### config.mk
export PLATFORM = sky130hd
export DESIGN_NAME = spi_pwm_config
export DESIGN_NICKNAME = d
export VERILOG_FILES = /design/src/rtl/spi_pwm_config.sv
export SDC_FILE = /design/constraint.sdc
export NUM_CORES = 1
export LEC_CHECK = 0
export ABC_AREA = 1
export CAP_MARGIN = 20
export CORE_MARGIN = 4
export CORE_UTILIZATION = 58
export CTS_BUF_LIST = sky130_fd_sc_hd__clkbuf_8
export DETAILED_ROUTE_END_ITERATION = 12
export DONT_BUFFER_PORTS = 1
export GPL_ROUTABILITY_DRIVEN = 0
export GPL_TIMING_DRIVEN = 1
export MAX_ROUTING_LAYER = met4
export PLACE_DENSITY = 0.77
export SLEW_MARGIN = 20
export SYNTH_ARGS = -nofsm -noshare
export SYNTH_HDL_FRONTEND = slang
export SYNTH_SLANG_ARGS = --single-unit
export TNS_END_PERCENT = 30
### constraint.sdc
create_clock -name clk -period 1.7 [get_ports clk]
set_input_delay 0.085 -clock clk [delete_from_list [all_inputs] [get_ports clk]]
set_output_delay 0.085 -clock clk [all_outputs]
set_load 0.005 [all_outputs]
### src/rtl/spi_pwm_config.sv
// SPI mode-0 write target holding the PWM configuration registers.
// Optional register readback on cipo is built when SPI_READBACK_EN is defined.
module spi_pwm_config #(
    parameter int SYNC_STAGES = 2,
    parameter int NUM_REGS    = 5
) (
    input  logic       clk,
    input  logic       rst_n,
    input  logic       sclk,
    input  logic       copi,
    input  logic       ncs,
    output logic       cipo,
    output logic [7:0] en_reg_out_7_0,
    output logic [7:0] en_reg_out_15_8,
    output logic [7:0] en_reg_pwm_7_0,
    output logic [7:0] en_reg_pwm_15_8,
    output logic [7:0] pwm_duty_cycle,
    output logic       txn_done
);

    localparam int         NREG_IMPL  = (NUM_REGS < 5) ? 5 : NUM_REGS;
    localparam logic [7:0] NUM_REGS_B = 8'(NUM_REGS);

    typedef enum logic [1:0] {S_IDLE, S_SHIFT, S_COMMIT} state_t;

    state_t                   r_state;
    state_t                   w_state_next;
    logic [SYNC_STAGES-1:0]   r_sclk_sync;
    logic [SYNC_STAGES-1:0]   r_copi_sync;
    logic [SYNC_STAGES-1:0]   r_ncs_sync;
    logic                     r_sclk_hist;
    logic                     r_ncs_hist;
    logic [15:0]              r_shift;
    logic [4:0]               r_cnt;
    logic                     r_txn_done;
    logic [7:0]               r_regs [NREG_IMPL];

    logic       w_sclk_s, w_copi_s, w_ncs_s;
    logic       w_sclk_rise, w_ncs_rise, w_ncs_fall;
    logic       w_shift_en, w_wr;
    logic [6:0] w_addr;

    // Synchronisers reset to the idle bus state so reset release creates no false edges.
    always_ff @(posedge clk) begin
        if (!rst_n) begin
            r_sclk_sync <= '0;
            r_copi_sync <= '0;
            r_ncs_sync  <= '1;
            r_sclk_hist <= 1'b0;
            r_ncs_hist  <= 1'b1;
        end else begin
            r_sclk_sync <= {r_sclk_sync[SYNC_STAGES-2:0], sclk};
            r_copi_sync <= {r_copi_sync[SYNC_STAGES-2:0], copi};
            r_ncs_sync  <= {r_ncs_sync[SYNC_STAGES-2:0], ncs};
            r_sclk_hist <= r_sclk_sync[SYNC_STAGES-1];
            r_ncs_hist  <= r_ncs_sync[SYNC_STAGES-1];
        end
    end

    assign w_sclk_s    = r_sclk_sync[SYNC_STAGES-1];
    assign w_copi_s    = r_copi_sync[SYNC_STAGES-1];
    assign w_ncs_s     = r_ncs_sync[SYNC_STAGES-1];
    assign w_sclk_rise = w_sclk_s & ~r_sclk_hist;
    assign w_ncs_rise  = w_ncs_s & ~r_ncs_hist;
    assign w_ncs_fall  = ~w_ncs_s & r_ncs_hist;

    always_ff @(posedge clk) begin
        if (!rst_n) r_state <= S_IDLE;
        else        r_state <= w_state_next;
    end

    always_comb begin
        w_state_next = r_state;
        case (r_state)
            S_IDLE:   if (w_ncs_fall) w_state_next = S_SHIFT;
            S_SHIFT:  if (w_ncs_rise) w_state_next = S_COMMIT;
            S_COMMIT: w_state_next = S_IDLE;
            default:  w_state_next = S_IDLE;
        endcase
    end

    // A clock edge coinciding with the closing ncs edge is not part of the frame.
    assign w_shift_en = (r_state == S_SHIFT) && w_sclk_rise && !w_ncs_rise;
    assign w_addr     = r_shift[14:8];
    assign w_wr       = (r_state == S_COMMIT) && (r_cnt == 5'd16) && r_shift[15]
                        && ({1'b0, w_addr} < NUM_REGS_B);

    always_ff @(posedge clk) begin
        if (!rst_n) begin
            r_shift    <= '0;
            r_cnt      <= '0;
            r_txn_done <= 1'b0;
            for (int i = 0; i < NREG_IMPL; i++) r_regs[i] <= '0;
        end else begin
            r_txn_done <= w_wr;
            if ((r_state == S_IDLE) && w_ncs_fall) begin
                r_shift <= '0;
                r_cnt   <= '0;
            end else if (w_shift_en) begin
                r_shift <= {r_shift[14:0], w_copi_s};
                r_cnt   <= (r_cnt == 5'd17) ? 5'd17 : r_cnt + 5'd1;
            end
            for (int i = 0; i < NREG_IMPL; i++) begin
                if (w_wr && (w_addr == 7'(i))) r_regs[i] <= r_shift[7:0];
            end
        end
    end

    assign en_reg_out_7_0  = r_regs[0];
    assign en_reg_out_15_8 = r_regs[1];
    assign en_reg_pwm_7_0  = r_regs[2];
    assign en_reg_pwm_15_8 = r_regs[3];
    assign pwm_duty_cycle  = r_regs[4];
    assign txn_done        = r_txn_done;

`ifdef SPI_READBACK_EN
    logic       r_rd_act;
    logic [7:0] r_rd_data;
    logic       r_cipo;
    logic       w_sclk_fall;
    logic [6:0] w_rd_addr;
    logic [7:0] w_rd_mux;

    assign w_sclk_fall = ~w_sclk_s & r_sclk_hist;
    // Address as it will stand once the 8th bit lands in the shift register.
    assign w_rd_addr   = {r_shift[5:0], w_copi_s};

    always_comb begin
        w_rd_mux = '0;
        for (int i = 0; i < NUM_REGS; i++) begin
            if (w_rd_addr == 7'(i)) w_rd_mux = r_regs[i];
        end
    end

    always_ff @(posedge clk) begin
        if (!rst_n) begin
            r_rd_act  <= 1'b0;
            r_rd_data <= '0;
            r_cipo    <= 1'b0;
        end else if (w_ncs_rise || (r_state != S_SHIFT)) begin
            r_rd_act <= 1'b0;
            r_cipo   <= 1'b0;
        end else if (w_shift_en && (r_cnt == 5'd7)) begin
            r_rd_act  <= ~r_shift[6];
            r_rd_data <= w_rd_mux;
        end else if (r_rd_act && w_sclk_fall) begin
            r_cipo    <= r_rd_data[7];
            r_rd_data <= {r_rd_data[6:0], 1'b0};
        end
    end

    assign cipo = r_cipo;
`else
    assign cipo = 1'b0;
`endif

endmodule

==> results.md <==
- Setup repair after global routing could not meet its margin everywhere.
- The region available for standard cell placement spans approximately 4400 um2.
- Yosys attributes the largest share of cell area to edfxtp_1 (44%), dfxtp_1 (24%), nand2_1 (10%).
- The total DRC errors in the routed layout is 0.
- The number of maximum-capacitance constraint violations is 0.
- In the routed layout, each cell is associated on average with a via count of a little over 5.
- Row generation in the floorplan step produced 24 rows.
- In the layout the commonest cells are nand2_1 (70), edfxtp_1 (40), inv_1 (32), dfxtp_1 (32), a21oi_1 (21).
- The count of buffers inserted at the top-level ports is 0.
- The clock skew is 0.00758 ns.
- The final route contains 1,677 vias.
- The later pin in the worst-skew pair is clocked with a latency of 0.34 ns.
- The critical path startpoint category is a flop.
- Dividing the detail-routed wire length by the instance count gives 13.7 um.
- The logic gate share of total power is 0.022.
- The arrival time at the worst endpoint is 1.70 ns.
- The mapped cell area is around 2700 um2.
- The multi-input logic area is roughly 700 um2.
- The share of power burned in registers is 0.587.
- The die is 76.3 um tall.
- Summing all placed instances gives a cell area of approximately 2800 um2.
- The total power divided by cell area is 1080 nW/um2.
- The placed cell count is 310.
- The number of global-route vias before repair is approximately 1.6k.
- The longest clock path from root to sink contains 2 buffers.
- Of the cells placed in the final design, the portion with a size suffix greater than 1 is 0.165.
- Of all nets on the critical path, the largest fanout is 7.
- The part of the Yosys area used for sequential elements is 0.681.
- The non-filler instance count after layout is 330.
- The signal on the critical path passes through inv_1 > ha_1 > nand2_1 > nor2_4 > nand3_2 > o21ai_1 > buf_4.
- The total congestion overflow is 0.
- The finished layout cell area is 3040 um2.
- The endpoint class of the critical path is a flop.
- The antenna diode instance count is 0.
- The cell type of the slowest stage on the worst timing path is dfxtp_1.
- The unique cell type count in the Yosys netlist is 26.
- Yosys printed 0 warnings.
- The final count of pins violating max slew is 0.
- Relative to the synthesized area, the layout overhead comes to 12.4%.
- The most common cell after layout, fill and taps aside is nand2_1.
- After synthesis, the mean cell area works out to 10.4 um2.
- The filler cells instantiated in the layout total about 330.
- The area of the die is 5820 um2.
- The worst setup path is of the reg2reg kind.
- The internal portion of total power is 0.00259 W.
- The clock root buffer master is clkbuf_8.
- STA puts the critical path data required time at between 1.5 and 2 ns.
- The area share of the leading cell type in the synthesized netlist is 0.444.
- The TritonCTS clock tree is done.
- Of all cell types, the one taking the most synthesized area is edfxtp_1.
- The maximum resistive drop on vdd is 0.761 mV.
- After the last flow step, the layout net total stands at 281.
- The horizontal die dimension is 76.3 um.
- In this run the count of I/O pins placed on the die edge is 47.
- The number of endpoints failing setup at the final stage is 0.
- For this run, the share of the core covered by cells in the final layout is 0.683.
- Adding up every negative setup slack in the final design gives 0 ns.
- The routed design has around 4500 um of wire.
- The highest cell delay on the worst timing path is about 0.33 ns.
- CTS saw 72 sinks.
- The class of the most critical hold timing path is in2reg.
- The detail route stage leaves a number of antenna-violating nets equal to 0.
- The net switching power figure is between 0.0006 and 0.0007 W.
- The run finished with clean final reports.
- The minimum clock period after layout is around 1.7 ns.
- The number of antenna violations at the first check in global routing came to 0.
- The sequential cells in the finished layout cover a total of between 1500 and 2000 um2.
- The cell count after synthesis is 259.
- The first global-routing pass estimated 7480 um of wire.
- The final worst-path cycle share is 0.972.
- The starting DRC count in detailed routing is roughly 90.
- The initial utilization of the core area, before any placement, comes to 0.608.
- Summed over all nets, the half-perimeter wirelength after detailed placement is 3090 um.
- The number of nets in the synthesized netlist is about 270.
- The leakage power of the design is roughly 1.1 nW.
- The maximum operating frequency is around 610 MHz.
- The number of register bits inferred by synthesis is 72.
- Counting the buffers created by CTS gives 9.
- Of the total power, the share spent switching nets is 0.209.
- The pin count of the biggest net entering global routing is 21.
- The number of hold-slack violations in the final timing report came to 0.
- The iteration count of the initial detailed-routing pass is 6.
- The number of levels in the clock H-tree is 3.
- Across every metal layer, demand over resource in global routing totals 0.175.
- Of the total power, the clock network draws 0.391.
- After clock tree synthesis, the clock-pin slew on the worst setup and hold paths is 0.07 ns.
sequential cells by signal (all words and copies together) (netlist names):
name,count
r_sclk_sync,2
r_ncs_sync,2
r_cnt,5
r_ncs_hist,1
r_regs,40
r_state,2
r_copi_sync,2
r_sclk_hist,1
txn_done,1
r_shift,16
Yosys cell counts (all sizes together):
master,number
a21boi,1
a21oi,21
buf,7
clkbuf,2
clkinv,1
conb,1
dfxtp,32
edfxtp,40
ha,3
inv,34
nand2,76
nand3,9
nand4,3
nor2,21
nor3,2
o21ai,4
or2,2
final cells by class:
type,count,area share
clock buffers,9,0.0408
clock inverters,7,0.0235
inverters,35,0.0437
multi-input cells,143,0.229
flip-flops and latches,72,0.607
well taps,52,0.0214
repair buffers,12,0.0350
metrics by stage:
step	power, W	hold slack, ns	worst slack (ns)
final	0.00327	0.0454	0.0483
after global routing	0.00341	0.0381	-0.0561
after CTS	0.00331	0.0515	0.00404
after detailed placement	0.00202	0.158	-0.00242
after global placement	0.00202	0.157	0.0537
after floorplan	0.00200	0.178	-0.0221
final timing paths:
path	startpoint	slack (ns)	cells after the start	to
min	rst_n	0.05	1	r_regs[0][19]
max reg2reg	r_cnt[1]	0.05	7	r_regs[0][36]
min reg2reg	r_sclk_sync[0]	0.41	2	r_sclk_sync[1]
max	r_cnt[1]	0.05	7	r_regs[0][36]
power by group through the flow:
| stage | Clock, W | Sequential [W] | Combinational [W] |
|---|---|---|---|
| detailed placement | 0 | 0.00196 | 0.0000604 |
| global route | 0.00141 | 0.00193 | 0.0000828 |
| CTS | 0.00131 | 0.00192 | 0.0000711 |
| finish | 0.00128 | 0.00192 | 0.0000732 |
| floorplan | 0 | 0.00195 | 0.0000479 |
| global placement | 0 | 0.00196 | 0.0000581 |
cell families (layout without fill, tap and decap cells):
group,Yosys count,after routing,share of synthesized area
compound gates,26,26,0.0491
simple gates,113,113,0.181
buf+inv,44,63,0.0727
flops,72,72,0.681
fa+ha+maj,3,3,0.0139
other cells,1,1,0.00139
per-layer routing:
metal,track usage,vias to the layer above,routed length (um)
li1,-,849,-
met1,0.183,761,1890
met2,0.293,58,2290
met5,-,-,0
met4,0.0707,0,76
met3,0.0709,9,269
repair_timing:
item	CTS	global route
hold buffers	4	0
gates resized for setup	1	12
gates cloned	0	0
hold endpoints to repair	13	0
endpoints found under the setup margin	8	71
buffers inserted	0	0
critical path: cells and delay by family (launching register included):
kind / cells / cell delay [ns]
buffers and inverters: 2 / 0.31
AND/OR/NAND/NOR: 3 / 0.36
adder cells (fa/ha/maj): 1 / 0.15
flip-flops: 1 / 0.33
AO/OA/AOI/OAI: 1 / 0.21
No activity file was read; power rests on OpenSTA's default activity.
